--- src/rtl/mdio_controller.sv ---
// MDIO management-frame controller: shifts one 32-bit frame out on MDIO/MDC,
// turning the bus around and capturing 16 data bits on read frames.
// Latency: 1 + 64*HALF_PERIOD + 1 CLK from start acceptance to DONE; starts are dropped while BUSY.
//
// Ports:
//   CLK, RESET          system clock (rising edge), async active-low reset
//   MDIO_START, T_DATA  frame request and frame word {ST, OP, PHYAD, REGAD, TA, data}
//   MDIO_IN             serial data from the PHY during read frames
//   MDC, MDIO_OUT/OE    management clock, serial data (MSB first) and drive enable
//   RD_DATA, DATA_RDY   captured read data and its one-CLK valid pulse
//   BUSY, DONE          frame in progress, one-CLK end-of-frame pulse
module mdio_controller #(
  parameter int HALF_PERIOD = 1
) (
  input  logic        CLK,
  input  logic        RESET,
  input  logic        MDIO_START,
  input  logic [31:0] T_DATA,
  input  logic        MDIO_IN,
  output logic        MDC,
  output logic        MDIO_OUT,
  output logic        MDIO_OE,
  output logic [15:0] RD_DATA,
  output logic        DATA_RDY,
  output logic        BUSY,
  output logic        DONE
);

  typedef enum logic [1:0] {
    S_IDLE   = 2'd0,
    S_XFER   = 2'd1,
    S_FINISH = 2'd2
  } state_e;

  localparam logic [7:0] HALF_LAST   = 8'(HALF_PERIOD - 1);
  localparam logic [1:0] OP_READ     = 2'b10;
  localparam logic [4:0] LAST_BIT    = 5'd31;
  // Read frames release the bus at the TA field (bit 14) and sample data from bit 16.
  localparam logic [4:0] TA_BIT      = 5'd14;
  localparam logic [4:0] CAPT_BIT    = 5'd16;

  state_e      state_q, state_d;
  logic [31:0] shreg_q, shreg_d;
  logic        is_rd_q, is_rd_d;
  logic [4:0]  bit_cnt_q, bit_cnt_d;
  logic [7:0]  half_cnt_q, half_cnt_d;
  logic        mdc_q, mdc_d;
  logic [15:0] rd_shift_q, rd_shift_d;
  logic [15:0] rd_data_q, rd_data_d;

  always_ff @(posedge CLK or negedge RESET) begin
    if (!RESET) begin
      state_q <= S_IDLE;
    end else begin
      state_q <= state_d;
    end
  end

  always_ff @(posedge CLK or negedge RESET) begin
    if (!RESET) begin
      shreg_q    <= '0;
      is_rd_q    <= 1'b0;
      bit_cnt_q  <= '0;
      half_cnt_q <= '0;
      mdc_q      <= 1'b0;
      rd_shift_q <= '0;
      rd_data_q  <= '0;
    end else begin
      shreg_q    <= shreg_d;
      is_rd_q    <= is_rd_d;
      bit_cnt_q  <= bit_cnt_d;
      half_cnt_q <= half_cnt_d;
      mdc_q      <= mdc_d;
      rd_shift_q <= rd_shift_d;
      rd_data_q  <= rd_data_d;
    end
  end

  always_comb begin
    state_d    = state_q;
    shreg_d    = shreg_q;
    is_rd_d    = is_rd_q;
    bit_cnt_d  = bit_cnt_q;
    half_cnt_d = half_cnt_q;
    mdc_d      = mdc_q;
    rd_shift_d = rd_shift_q;
    rd_data_d  = rd_data_q;

    case (state_q)
      S_IDLE: begin
        if (MDIO_START) begin
          state_d    = S_XFER;
          shreg_d    = T_DATA;
          is_rd_d    = (T_DATA[29:28] == OP_READ);
          bit_cnt_d  = '0;
          half_cnt_d = '0;
          mdc_d      = 1'b0;
          rd_shift_d = '0;
        end
      end

      S_XFER: begin
        if (half_cnt_q == HALF_LAST) begin
          half_cnt_d = '0;
          if (!mdc_q) begin
            // End of low phase: MDC rises, PHY data is sampled on this edge.
            mdc_d = 1'b1;
            if (is_rd_q && (bit_cnt_q >= CAPT_BIT)) begin
              rd_shift_d = {rd_shift_q[14:0], MDIO_IN};
            end
          end else begin
            // End of high phase: bit complete, MDC falls and the next bit goes out.
            mdc_d = 1'b0;
            if (bit_cnt_q == LAST_BIT) begin
              state_d = S_FINISH;
              // Publish read data only once the whole field has been captured.
              if (is_rd_q) begin
                rd_data_d = rd_shift_q;
              end
            end else begin
              bit_cnt_d = bit_cnt_q + 5'd1;
              shreg_d   = {shreg_q[30:0], 1'b0};
            end
          end
        end else begin
          half_cnt_d = half_cnt_q + 8'd1;
        end
      end

      S_FINISH: begin
        state_d   = S_IDLE;
        bit_cnt_d = '0;
      end

      default: begin
        state_d = S_IDLE;
      end
    endcase
  end

  // All outputs decode directly from flops, so they only move on CLK edges.
  assign MDC      = mdc_q;
  assign MDIO_OE  = (state_q == S_XFER) && (!is_rd_q || (bit_cnt_q < TA_BIT));
  assign MDIO_OUT = MDIO_OE & shreg_q[31];
  assign BUSY     = (state_q != S_IDLE);
  assign DONE     = (state_q == S_FINISH);
  assign DATA_RDY = DONE & is_rd_q;
  assign RD_DATA  = rd_data_q;

endmodule
--- config.mk ---
export PLATFORM = sky130hd
export DESIGN_NAME = mdio_controller
export DESIGN_NICKNAME = d
export VERILOG_FILES = /design/src/rtl/mdio_controller.sv
export SDC_FILE = /design/constraint.sdc
export NUM_CORES = 1
export LEC_CHECK = 0
export CORE_ASPECT_RATIO = 2
export CORE_UTILIZATION = 54
export DETAILED_ROUTE_END_ITERATION = 16
export PLACE_DENSITY = 0.78
export SKIP_LAST_GASP = 1
export SYNTH_ARGS = -nofsm -noshare
export SYNTH_HDL_FRONTEND = slang
export SYNTH_SLANG_ARGS = --single-unit
--- constraint.sdc ---
create_clock -name CLK -period 2.4 [get_ports CLK]
set_input_delay 0.48 -clock CLK [delete_from_list [all_inputs] [get_ports CLK]]
set_output_delay 0.48 -clock CLK [all_outputs]
set_load 0.01 [all_outputs]
After elaboration in Yosys (flattened, before gate mapping):

Index checks and enable logic that the tools add are counted.
Widths: inputs -> output; s select.

* register bits after elaboration: 81
* output and inout bits: 22
* word-level logic and storage cells: 69

* add/sub/neg operators: 2
* order comparisons: 2
* equality and inequality tests: 11
* muxes and demuxes: 27
* bitwise logic cells: 2
* reduce and logical (&&, ||, !) cells: 17

Operators with widths (number)
* $mux 32: 4
* $mux 16: 4
* $pmux 32 s2: 1
* $pmux 16 s2: 1
* $mux 5: 4
* $reduce_and 5->1: 4
* $mux 8: 2
* $pmux 8 s2: 1
* $pmux 5 s3: 1
* $ne 2x2->1 const B: 7
* $add 8x1->8 const B: 1
* $logic_not 8->1: 1
* $mux 2: 4
* $add 5x1->5 const B: 1
* $eq 5x5->1 const B: 1
* $ge 5x5->1 const B: 1
* $lt 5x4->1 const B: 1
* $eq 2x2->1 const B: 2
* $pmux 2 s2: 1
* $reduce_and 2->1: 2
* $reduce_and 4->1: 1
* $reduce_bool 2->1: 2
* $mux 1: 3
* $reduce_and 3->1: 1
* other kinds (8): 10

Longest topological paths before layout:

Gate-level depths: netlist of the first run.

* depth in word-level cells: 6
* depth in mapped cells: 9
* gate-level depth less buffers: 7

Worst setup path after synthesis of the first run:

No wires, ideal clock.

* path kind: reg-to-reg
* start: register half_cnt_q[0]
* end: register rd_data_q[10] (netlist: RD_DATA[10])
* library setup time: 0.125 ns
* arrival: 2.052 ns
* path slack: 0.223 ns
* stages on the path, launching flop included: 9
* path buffers: 2
* clock period less this slack: 2.177 ns
* path through: dfrtp_1 > inv_1 > ha_1 > nor4b_4 > nand2_2 > or4_1 > buf_2 > buf_6 > mux2_4

* longest elaborated chain between the ends: 2

Ends and longest elaborated chain
* start: declaration: line 46 `logic [7:0] half_cnt_q, half_cnt_d;`
* start signal: assignment: line 72 `half_cnt_q <= half_cnt_d;`
* $logic_not 8->1: line 103 `if (half_cnt_q == HALF_LAST) begin`
* $reduce_and 5->1 (no line)
* end signal: assignment: line 75 `rd_data_q <= rd_data_d;`
* end: declaration: line 49 `logic [15:0] rd_data_q, rd_data_d;`

No other way between the ends.
A chain may end at the register's enable or synchronous reset.

Worst setup path in the final report of the first run:

* start: register bit_cnt_q[2]
* end: output port MDIO_OUT

* longest elaborated chain between the ends: 4

Ends and longest elaborated chain
* start: declaration: line 45 `logic [4:0] bit_cnt_q, bit_cnt_d;`
* start signal: assignment: line 71 `bit_cnt_q <= bit_cnt_d;`
* $lt 5x4->1: line 143 `assign MDIO_OE = (state_q == S_XFER) && (!is_rd_q || (bit_cnt_q < TA_BIT));`
* $logic_or 1x1->1: line 143
* $logic_and 1x1->1: line 143
* $and 1x1->1: line 144 `assign MDIO_OUT = MDIO_OE & shreg_q[31];`
* end: declaration: line 21 `output logic MDIO_OUT,`

No other way between the ends.

==> impl_metrics.toml, run 1 <==
[power]
proportion_of_power_drawn_by_combinational_gates_pct = 21.7
power.switching_mw = 1.24
p_total_mw = 4.43
p_sw_share_pct = 28.0
power_density_nw_per_um2 = 915
p_int_mw = 3.19
static_leakage_power_nw = 2.32
p_seq_share_pct = 46.2
vdd_ir_max_mv = 0.636
clockPowerShare_pct = 32.1

[global_routing]
grt_start_max_net_pins = 43
grt_antenna_before_repair = 0
grt_first_pass_wirelength_um = 12900
globalRouteTotalUtil_pct = 23.7
first_global_vias = 2891
grt_overflow_total = 0

[setup_path]
worst_flop_to_flop_path_startpoint = "bit_cnt_q[0]"
cp-end-kind = "output port"
worst_setup_path_start_kind = "flip-flop"
worst-r2r-setup-slack_ps = 160
crit_fanout = 5
critPathLaunch = "bit_cnt_q[2]"
ff2ff_path_depth = 8
endpoint_of_the_worst_slack_reg_to_reg_timing_path = "shreg_q[21]"
critPathArrivalTime_ps = 1850
worst-endpoint-required_ps = 1920
timing.critical_path.to = "MDIO_OUT"
worstSetupPathType = "reg -> out"

[die]
design.die.area_um2 = 7470
die_height_um = 121
design.portCount = 58
core_um2 = 6890
initial_utilization_pct = 55.7
die_x_um = 61.6
rows = 43

[clock_tree]
cts_tree = "built"
post_cts.repair.setup_buffers = 0
post_cts_resized = 0
clockBufferDepth = 2
worst_setup_hold_path_clk_slew_ps = 60
cts_htree_levels = 3
root_buffer = "clkbuf_16"
clk_latency_worst_skew_pair_ps = 330
tritoncts.num_buffers = 9
postCtsHoldBufs = 0
clock-sinks = 81

[timing]
totalNegativeSetupSlack_ps = 0
report.final.slew_viol_count = 0
timing.fmax_mhz = 429
timing.max_slew.rel_slack_pct = 59.8
final_period_minus_worst_setup_slack_ps = 2330
post_route_fraction_of_the_period_consumed_by_the_critical_path_pct = 97.0
clock_skew_ps = 4.34
setup_viol_count_final = 0
tightestPinTransition_ps = 602
timing.final.hold_violations = 0
rsz0062_at_grt = "false"

[synthesis]
synth-edff-count = 0
synth_largest_type_area_fraction_pct = 52.8
synth_top_cells_by_count = "102 x nand2_1, 81 x dfrtp_1, 39 x mux2_2, 16 x a22o_1, 13 x clkbuf_1"
synthMostInstantiatedCell = "nand2_1"
postSynthNetCount = 396
netlist-cell-type-count = 40
synth_instances = 355
most_common_flop_cell_mapped_by_yosys = "dfrtp_1"
synth-seq-area-share_pct = 52.8
synth.ff_latch_count = 81
netlist_area_um2 = 3840
yosysWarnings = 0
top_cells_by_area_in_the_synthesized_netlist = "dfrtp_1 53%, mux2_2 11%, nand2_1 10%"
async_reset_ff_share_pct = 100
synth_top_area_cell = "dfrtp_1"
avgSynthCellArea_um2 = 10.8

[route]
remaining_drc_errors = 0
detail_route.vias_per_cell = 5.64
dr.first_iter.drc_count = 113
detail_route.wl_per_cell_um = 15.4
via_count = 2872
ant_nets = 0
drtPass1Iterations = 4
drt_wl_total_um = 7860

[place]
finalWeightedCongestion = 0.863
port_buffers = 57
place_hpwl_um = 5390

[finish]
layout-drive-gt1-share_pct = 20.5
antenna-diode-count = 0
nets = 456
syn2layout_area_growth_pct = 26.1

[flow_run]
max_cap_violations = 0

[hold_path]
min_path_type = "in -> async"

[outcome]
outcome = "complete, no violations"
[cell usage in the layout, fill, tap and decap left out, drive strengths merged, types with 4 or more instances in the layout]
master	count
o21ai	9
inv	7
ha	5
mux2	49
buf	14
and3	5
dfrtp	81
clkbuf	10
a21oi	6
nand2	103
nand2b	4
a31oi	7
clkdlybuf4s50	56
a22o	16
nor2	9
nand3	4
[area by class of cell]
type	count	area, um2
Timing Repair Buffer	70	691
Fill cell	550	2050
Tap cell	90	113
Clock buffer	10	229
Sequential cell	81	2030
Inverter	7	26.3
Multi-Input combinational cell	246	1670
Clock inverter	5	81.3
[metrics by stage]
stage / setup slack (ps) / util (%) / std cells / instance area, um2 / hold slack, ps
after floorplan: 223 / - / 355 / 3840 / 184
after global placement: 166 / 65.7 / 494 / 4530 / 486
after detailed placement: 132 / 65.7 / 494 / 4530 / 495
after CTS: 0.641 / 70.2 / 509 / 4840 / 138
after global routing: 0.938 / 70.3 / 509 / 4840 / 163
final: 71.4 / 70.3 / 509 / 4840 / 125
[power groups by stage]
| stage | Combinational, mW | Sequential, mW | Clock, mW |
|---|---|---|---|
| floorplan | 0.752 | 1.94 | 0 |
| global placement | 0.906 | 2.02 | 0 |
| detailed placement | 0.967 | 2.05 | 0 |
| CTS | 0.976 | 2.04 | 1.45 |
| global route | 1.10 | 2.09 | 1.50 |
| finish | 0.960 | 2.04 | 1.42 |
[critical path, stage by stage, from the launching register on]
cell	delay, ps
dfrtp_1	420
nand3_1	100
nand2_1	60
a21oi_1	220
and2_1	180
clkdlybuf4s50_1	540
[registers in the layout (all words and copies together), names as in the netlist]
| name | count |
|---|---|
| state_q | 2 |
| bit_cnt_q | 5 |
| is_rd_q | 1 |
| rd_shift_q | 16 |
| RD_DATA | 16 |
| half_cnt_q | 8 |
| MDC | 1 |
| shreg_q | 32 |
[routing by layer]
metal / share of wire (%) / GRT usage [%] / vias to the layer above
met5: 0 / 0 / -
met3: 3.6 / 5.22 / 20
met2: 55 / 39.1 / 74
met1: 39 / 28.1 / 1443
met4: 2.6 / 11.3 / 0
li1: - / - / 1335
[worst min-delay path by stage]
stage | endpoint | startpoint | cells after the start
after CTS | rd_shift_q[8] | RESET | 1
after global routing | RD_DATA[8] | RESET | 1
after global placement | shreg_q[25] | shreg_q[25] | 1
after floorplan | MDC | RESET | 0
after detailed placement | RD_DATA[8] | RESET | 1
final | RD_DATA[8] | RESET | 1
[cells by family (layout without fill, tap and decap cells)]
group,after synthesis,after routing,share of synthesized area (%)
AND/OR/NAND/NOR,142,142,16.9
flip-flops,81,81,52.8
multiplexers,52,52,16.1
AO/OA/AOI/OAI,47,47,8.80
buffers and inverters,28,92,3.72
adder cells (fa/ha/maj),5,5,1.63
(Power assumes the default switching activity.)
==> run 2: changes to the inputs <==
--- a/config.mk
+++ b/config.mk
@@ -9,6 +9,7 @@
 export CORE_UTILIZATION = 54
 export DETAILED_ROUTE_END_ITERATION = 16
 export PLACE_DENSITY = 0.78
+export REMOVE_ABC_BUFFERS = 1
 export SKIP_LAST_GASP = 1
 export SYNTH_ARGS = -nofsm -noshare
 export SYNTH_HDL_FRONTEND = slang
==> impl_metrics.toml, run 2 (synthesis gave the netlist of run 1 again) <==
[power]
p_int_mw = 3.18
p_seq_share_pct = 46.0
power_density_nw_per_um2 = 907
power.switching_mw = 1.21
clockPowerShare_pct = 32.0
vdd_ir_max_mv = 0.548
p_sw_share_pct = 27.6
proportion_of_power_drawn_by_combinational_gates_pct = 22.0
static_leakage_power_nw = 2.34

[finish]
layout_commonest_cell = "nand2_1"
layout-drive-gt1-share_pct = 20.5
post_layout_cell_count = 509
area.sequential_um2 = 2030
largest_register = "shreg_q"
layout.cells.most_common_list = "102 x nand2_1, 80 x dfrtp_1, 55 x clkdlybuf4s50_1"
multi_input_area_um2 = 1670
final_area_um2 = 4840
fillers = 557
postLayoutCoreUtil_pct = 70.3
antenna-diode-count = 0
nets = 455
syn2layout_area_growth_pct = 26.1
largest_register_ffs = 32

[setup_path]
critPathMaxStageDelay_ps = 510
worst_setup_path_start_kind = "flip-flop"
crit_path_top_delay_cell = "or4_1"
total_number_of_cells_along_the_worst_setup_path = 7
crit_chain = "inv_1, ha_1, nor4b_4, nand2_2, or4_1, buf_6, mux2_4"
worst_path_dominant_cell_family = "simple AND/OR/NAND/NOR gates"
cp-end-kind = "flip-flop"
worstSetupPathType = "reg -> reg"
worst-endpoint-required_ps = 2620
cp_num_buf_inv = 2
critPathArrivalTime_ps = 2440
crit_fanout = 16
ff2ff_path_depth = 7

[global_routing]
grt_antenna_before_repair = 0
grt_first_pass_wirelength_um = 13100
grt_overflow_total = 0
globalRouteTotalUtil_pct = 24.2
grt_start_max_net_pins = 46
first_global_vias = 2844

[route]
remaining_drc_errors = 0
highest_layer = "met4"
detailroute.wirelength.met3_um = 295
ant_nets = 0
dr.first_iter.drc_count = 107
detail_route.wl_per_cell_um = 15.6
detail_route_met2_wl_um = 4210
drtPass1Iterations = 4
via_count = 2779
route.layer.met1.wl_um = 3200
drt_wl_total_um = 7940
detail_route.vias_per_cell = 5.46

[timing]
timing.fmax_mhz = 450
timing.max_slew.rel_slack_pct = 56.2
timing.final.hold_violations = 0
post_route_fraction_of_the_period_consumed_by_the_critical_path_pct = 92.7
setup_viol_count_final = 0
setup_ws_ps = 176
rsz0062_at_grt = "false"
totalNegativeSetupSlack_ps = 0
tightestPinTransition_ps = 657
clock_skew_ps = 7.98
report.final.slew_viol_count = 0
final_period_minus_worst_setup_slack_ps = 2220

[die]
design.die.area_um2 = 7470
die_height_um = 121
initial_utilization_pct = 55.7
core_um2 = 6890
rows = 43
die_x_um = 61.6
design.portCount = 58

[clock_tree]
tritoncts.num_buffers = 9
cts_htree_levels = 3
clockBufferDepth = 2
cts_tree = "built"
clk_latency_worst_skew_pair_ps = 340
clock-sinks = 81
worst_setup_hold_path_clk_slew_ps = 60
post_cts.repair.setup_buffers = 0
root_buffer = "clkbuf_16"

[place]
place_hpwl_um = 5430
dpl.cell_count = 493
finalWeightedCongestion = 0.830
placement.setup.worst_slack_ps = 111
dpl-instance-area_um2 = 4520
port_buffers = 57

[outcome]
outcome = "complete, no violations"

[hold_path]
min_path_type = "in -> async"

[flow_run]
max_cap_violations = 0
[run 2: final timing paths]
| path | to | slack [ps] | start |
|---|---|---|---|
| worst max-delay path | RD_DATA[14] | 180 | half_cnt_q[0] |
| worst min-delay path | half_cnt_q[2] | 100 | RESET |
| worst max register to register | RD_DATA[14] | 180 | half_cnt_q[0] |
| worst min register to register | shreg_q[17] | 500 | shreg_q[17] |
| max in group asynchronous | RD_DATA[6] | 1700 | RESET |
| min in group CLK | shreg_q[17] | 500 | shreg_q[17] |
[run 2: stage by stage]
stage	power (mW)	hold WS [ps]
after global routing	4.65	144
after global placement	2.95	476
after CTS	4.44	120
after detailed placement	3.02	479
after floorplan	2.67	184
final	4.39	105
[run 2: layout make-up]
type                    count  share of cell area (%)
clock inverters             2                   0.724
repair buffers             69                    14.2
clock buffers              14                    5.66
well taps                  90                    2.33
inverters                   7                   0.543
flip-flops and latches     81                    41.9
multi-input cells         246                    34.6
[run 2: power by group through the flow]
stage	registers [mW]	logic (mW)	clock network (mW)
2_1_floorplan	1.97	0.698	0
3_3_place_gp	2.01	0.939	0
3_5_place_dp	2.04	0.974	0
4_1_cts	2.02	0.982	1.43
5_1_grt	2.08	1.11	1.47
6_report	2.02	0.966	1.40
[run 2: worst reg2reg max path, delay by kind of cell, from the launching register on]
kind          cells  cell delay, ps
simple gates      3             950
flops             1             390
mux               1             320
buf+inv           2             300
fa+ha+maj         1             160
[run 2: routing by layer]
layer,vias to the layer above,global-route usage (%)
met5,-,0
met4,0,13.1
met3,15,5.76
met2,62,40.3
met1,1364,27.4
li1,1338,-
[run 2: timing repair]
action,4_1_cts,5_1_grt
endpoints found under the setup margin,0,2
resized for setup,0,4
hold buffers,0,0
==> run 3: changes to the inputs <==
--- a/config.mk
+++ b/config.mk
@@ -6,9 +6,9 @@
 export NUM_CORES = 1
 export LEC_CHECK = 0
 export CORE_ASPECT_RATIO = 2
-export CORE_UTILIZATION = 54
+export CORE_UTILIZATION = 49
 export DETAILED_ROUTE_END_ITERATION = 16
-export PLACE_DENSITY = 0.78
+export PLACE_DENSITY = 0.74
 export REMOVE_ABC_BUFFERS = 1
 export SKIP_LAST_GASP = 1
 export SYNTH_ARGS = -nofsm -noshare
==> constraint.sdc (replaced) <==
create_clock -name CLK -period 1.9 [get_ports CLK]
set_input_delay 0.38 -clock CLK [delete_from_list [all_inputs] [get_ports CLK]]
set_output_delay 0.38 -clock CLK [all_outputs]
set_load 0.01 [all_outputs]
==> impl_metrics.toml, run 3 (synthesis gave the netlist of run 1 again) <==
[setup_path]
critPathArrivalTime_ps = 2360
worst-r2r-setup-slack_ps = -240
worst_setup_path_start_kind = "flip-flop"
endpoint_of_the_worst_slack_reg_to_reg_timing_path = "RD_DATA[13]"
worst_path_dominant_cell_family = "simple AND/OR/NAND/NOR gates"
worst-endpoint-required_ps = 2110
worst_flop_to_flop_path_startpoint = "bit_cnt_q[1]"
crit_path_top_delay_cell = "or4_4"
crit_fanout = 8
critPathMaxStageDelay_ps = 530
worstSetupPathType = "reg -> reg"
cp_num_buf_inv = 2
total_number_of_cells_along_the_worst_setup_path = 8
cp-end-kind = "flip-flop"
ff2ff_path_depth = 8
crit_chain = "ha_2, and3_4, buf_6, ha_4, nand2_2, or4_4, buf_12, mux2_4"

[global_routing]
grt_overflow_total = 0
grt_antenna_before_repair = 0
grt_start_max_net_pins = 40
globalRouteTotalUtil_pct = 24.2
grt_first_pass_wirelength_um = 15000
first_global_vias = 3218

[die]
design.portCount = 58
die_x_um = 64.6
die_height_um = 127
initial_utilization_pct = 50.5
design.die.area_um2 = 8210
rows = 45
core_um2 = 7600

[clock_tree]
cts_tree = "built"
clockBufferDepth = 2
worst_setup_hold_path_clk_slew_ps = 50
clk_latency_worst_skew_pair_ps = 330
clock-sinks = 81
root_buffer = "clkbuf_16"
tritoncts.num_buffers = 9
cts_htree_levels = 3

[finish]
layout-drive-gt1-share_pct = 30.2
nets = 496
syn2layout_area_growth_pct = 37.2
largest_register = "shreg_q"
layout_commonest_cell = "nand2_1"
fillers = 550
antenna-diode-count = 0
layout.cells.most_common_list = "101 x nand2_1, 81 x dfrtp_1, 51 x clkdlybuf4s50_1"
postLayoutCoreUtil_pct = 69.3
largest_register_ffs = 32

[timing]
post_route_fraction_of_the_period_consumed_by_the_critical_path_pct = 113
timing.final.hold_violations = 0
final_period_minus_worst_setup_slack_ps = 2140
setup_viol_count_final = 72
clock_skew_ps = 3.10
tightestPinTransition_ps = 546
report.final.slew_viol_count = 0
setup_ws_ps = -241
rsz0062_at_grt = "true"
timing.max_slew.rel_slack_pct = 63.6
timing.fmax_mhz = 467

[outcome]
outcome = "finished, violations left"
violations = "setup timing"

[route]
detail_route.vias_per_cell = 5.48
drtPass1Iterations = 5
via_count = 3019
dr.first_iter.drc_count = 206
ant_nets = 0
detail_route.wl_per_cell_um = 16.2
remaining_drc_errors = 0
drt_wl_total_um = 8920

[place]
place_hpwl_um = 5570
placement.setup.worst_slack_ps = -283
finalWeightedCongestion = 0.892
port_buffers = 57

[flow_run]
max_cap_violations = 0

[power]
vdd_ir_max_mv = 0.632
static_leakage_power_nw = 2.58
power_density_nw_per_um2 = 1080

[hold_path]
min_path_type = "in -> async"
-- run 3: report_power, final --
| group | internal, mW | switching [mW] |
|---|---|---|
| sequential | 2.20 | 0.302 |
| combinational | 0.943 | 0.726 |
| clock | 0.895 | 0.613 |
-- run 3: how the worst max path moves through the flow --
stage | slack [ps] | to | start
6_report | -240 | RD_DATA[13] | bit_cnt_q[1]
5_1_grt | -290 | RD_DATA[13] | bit_cnt_q[1]
4_1_cts | -240 | RD_DATA[13] | bit_cnt_q[0]
3_5_place_dp | -280 | RD_DATA[13] | half_cnt_q[0]
3_3_place_gp | -180 | RD_DATA[6] | half_cnt_q[0]
2_1_floorplan | -960 | shreg_q[10] | state_q[1]
-- run 3: worst reg2reg max path: stages, from the launching register on --
cell and delay [ps]:
dfrtp_1 360, ha_2 200, and3_4 190, buf_6 90, ha_4 120, nand2_2 40, or4_4 530, buf_12 180
mux2_4 310
-- run 3: timing repair --
action / CTS / global route
endpoints found under the setup margin: 73 / 77
hold endpoints to repair: 23 / 0
resized for setup: 30 / 12
cloned: 3 / 1
setup buffers: 3 / 3
hold buffers: 1 / 0
pin swaps: 20 / 8
-- run 3: layout make-up --
| class | instances | area [um2] | share of cell area [%] |
|---|---|---|---|
| multi-input combinational | 246 | 1740 | 33.0 |
| tap | 94 | 118 | 2.23 |
| sequential | 81 | 2030 | 38.5 |
| timing repair buffer | 110 | 1100 | 21.0 |
| clock inverter | 1 | 5.00 | 0.0950 |
| clock buffer | 12 | 246 | 4.68 |
| inverter | 7 | 26.3 | 0.499 |
-- run 3: through the flow --
stage	instances	area, um2	total power [mW]	hold slack [ps]	setup TNS [ps]
after global placement	529	4780	3.96	300	-11080
after global routing	551	5270	6.06	525	-16820
after detailed placement	529	4780	4.07	305	-13830
final	551	5270	5.68	487	-11950
after floorplan	334	3720	3.37	84.4	-52690
after CTS	547	5200	5.65	490	-9180
-- run 3: metal layers --
layer  up-vias  GRT usage, %  wire (um)
met3        20          4.46        233
met4         0          10.6        252
met1      1507          25.2       3230
met5         -             0          0
li1       1417             -          -
met2        75          45.6       5200
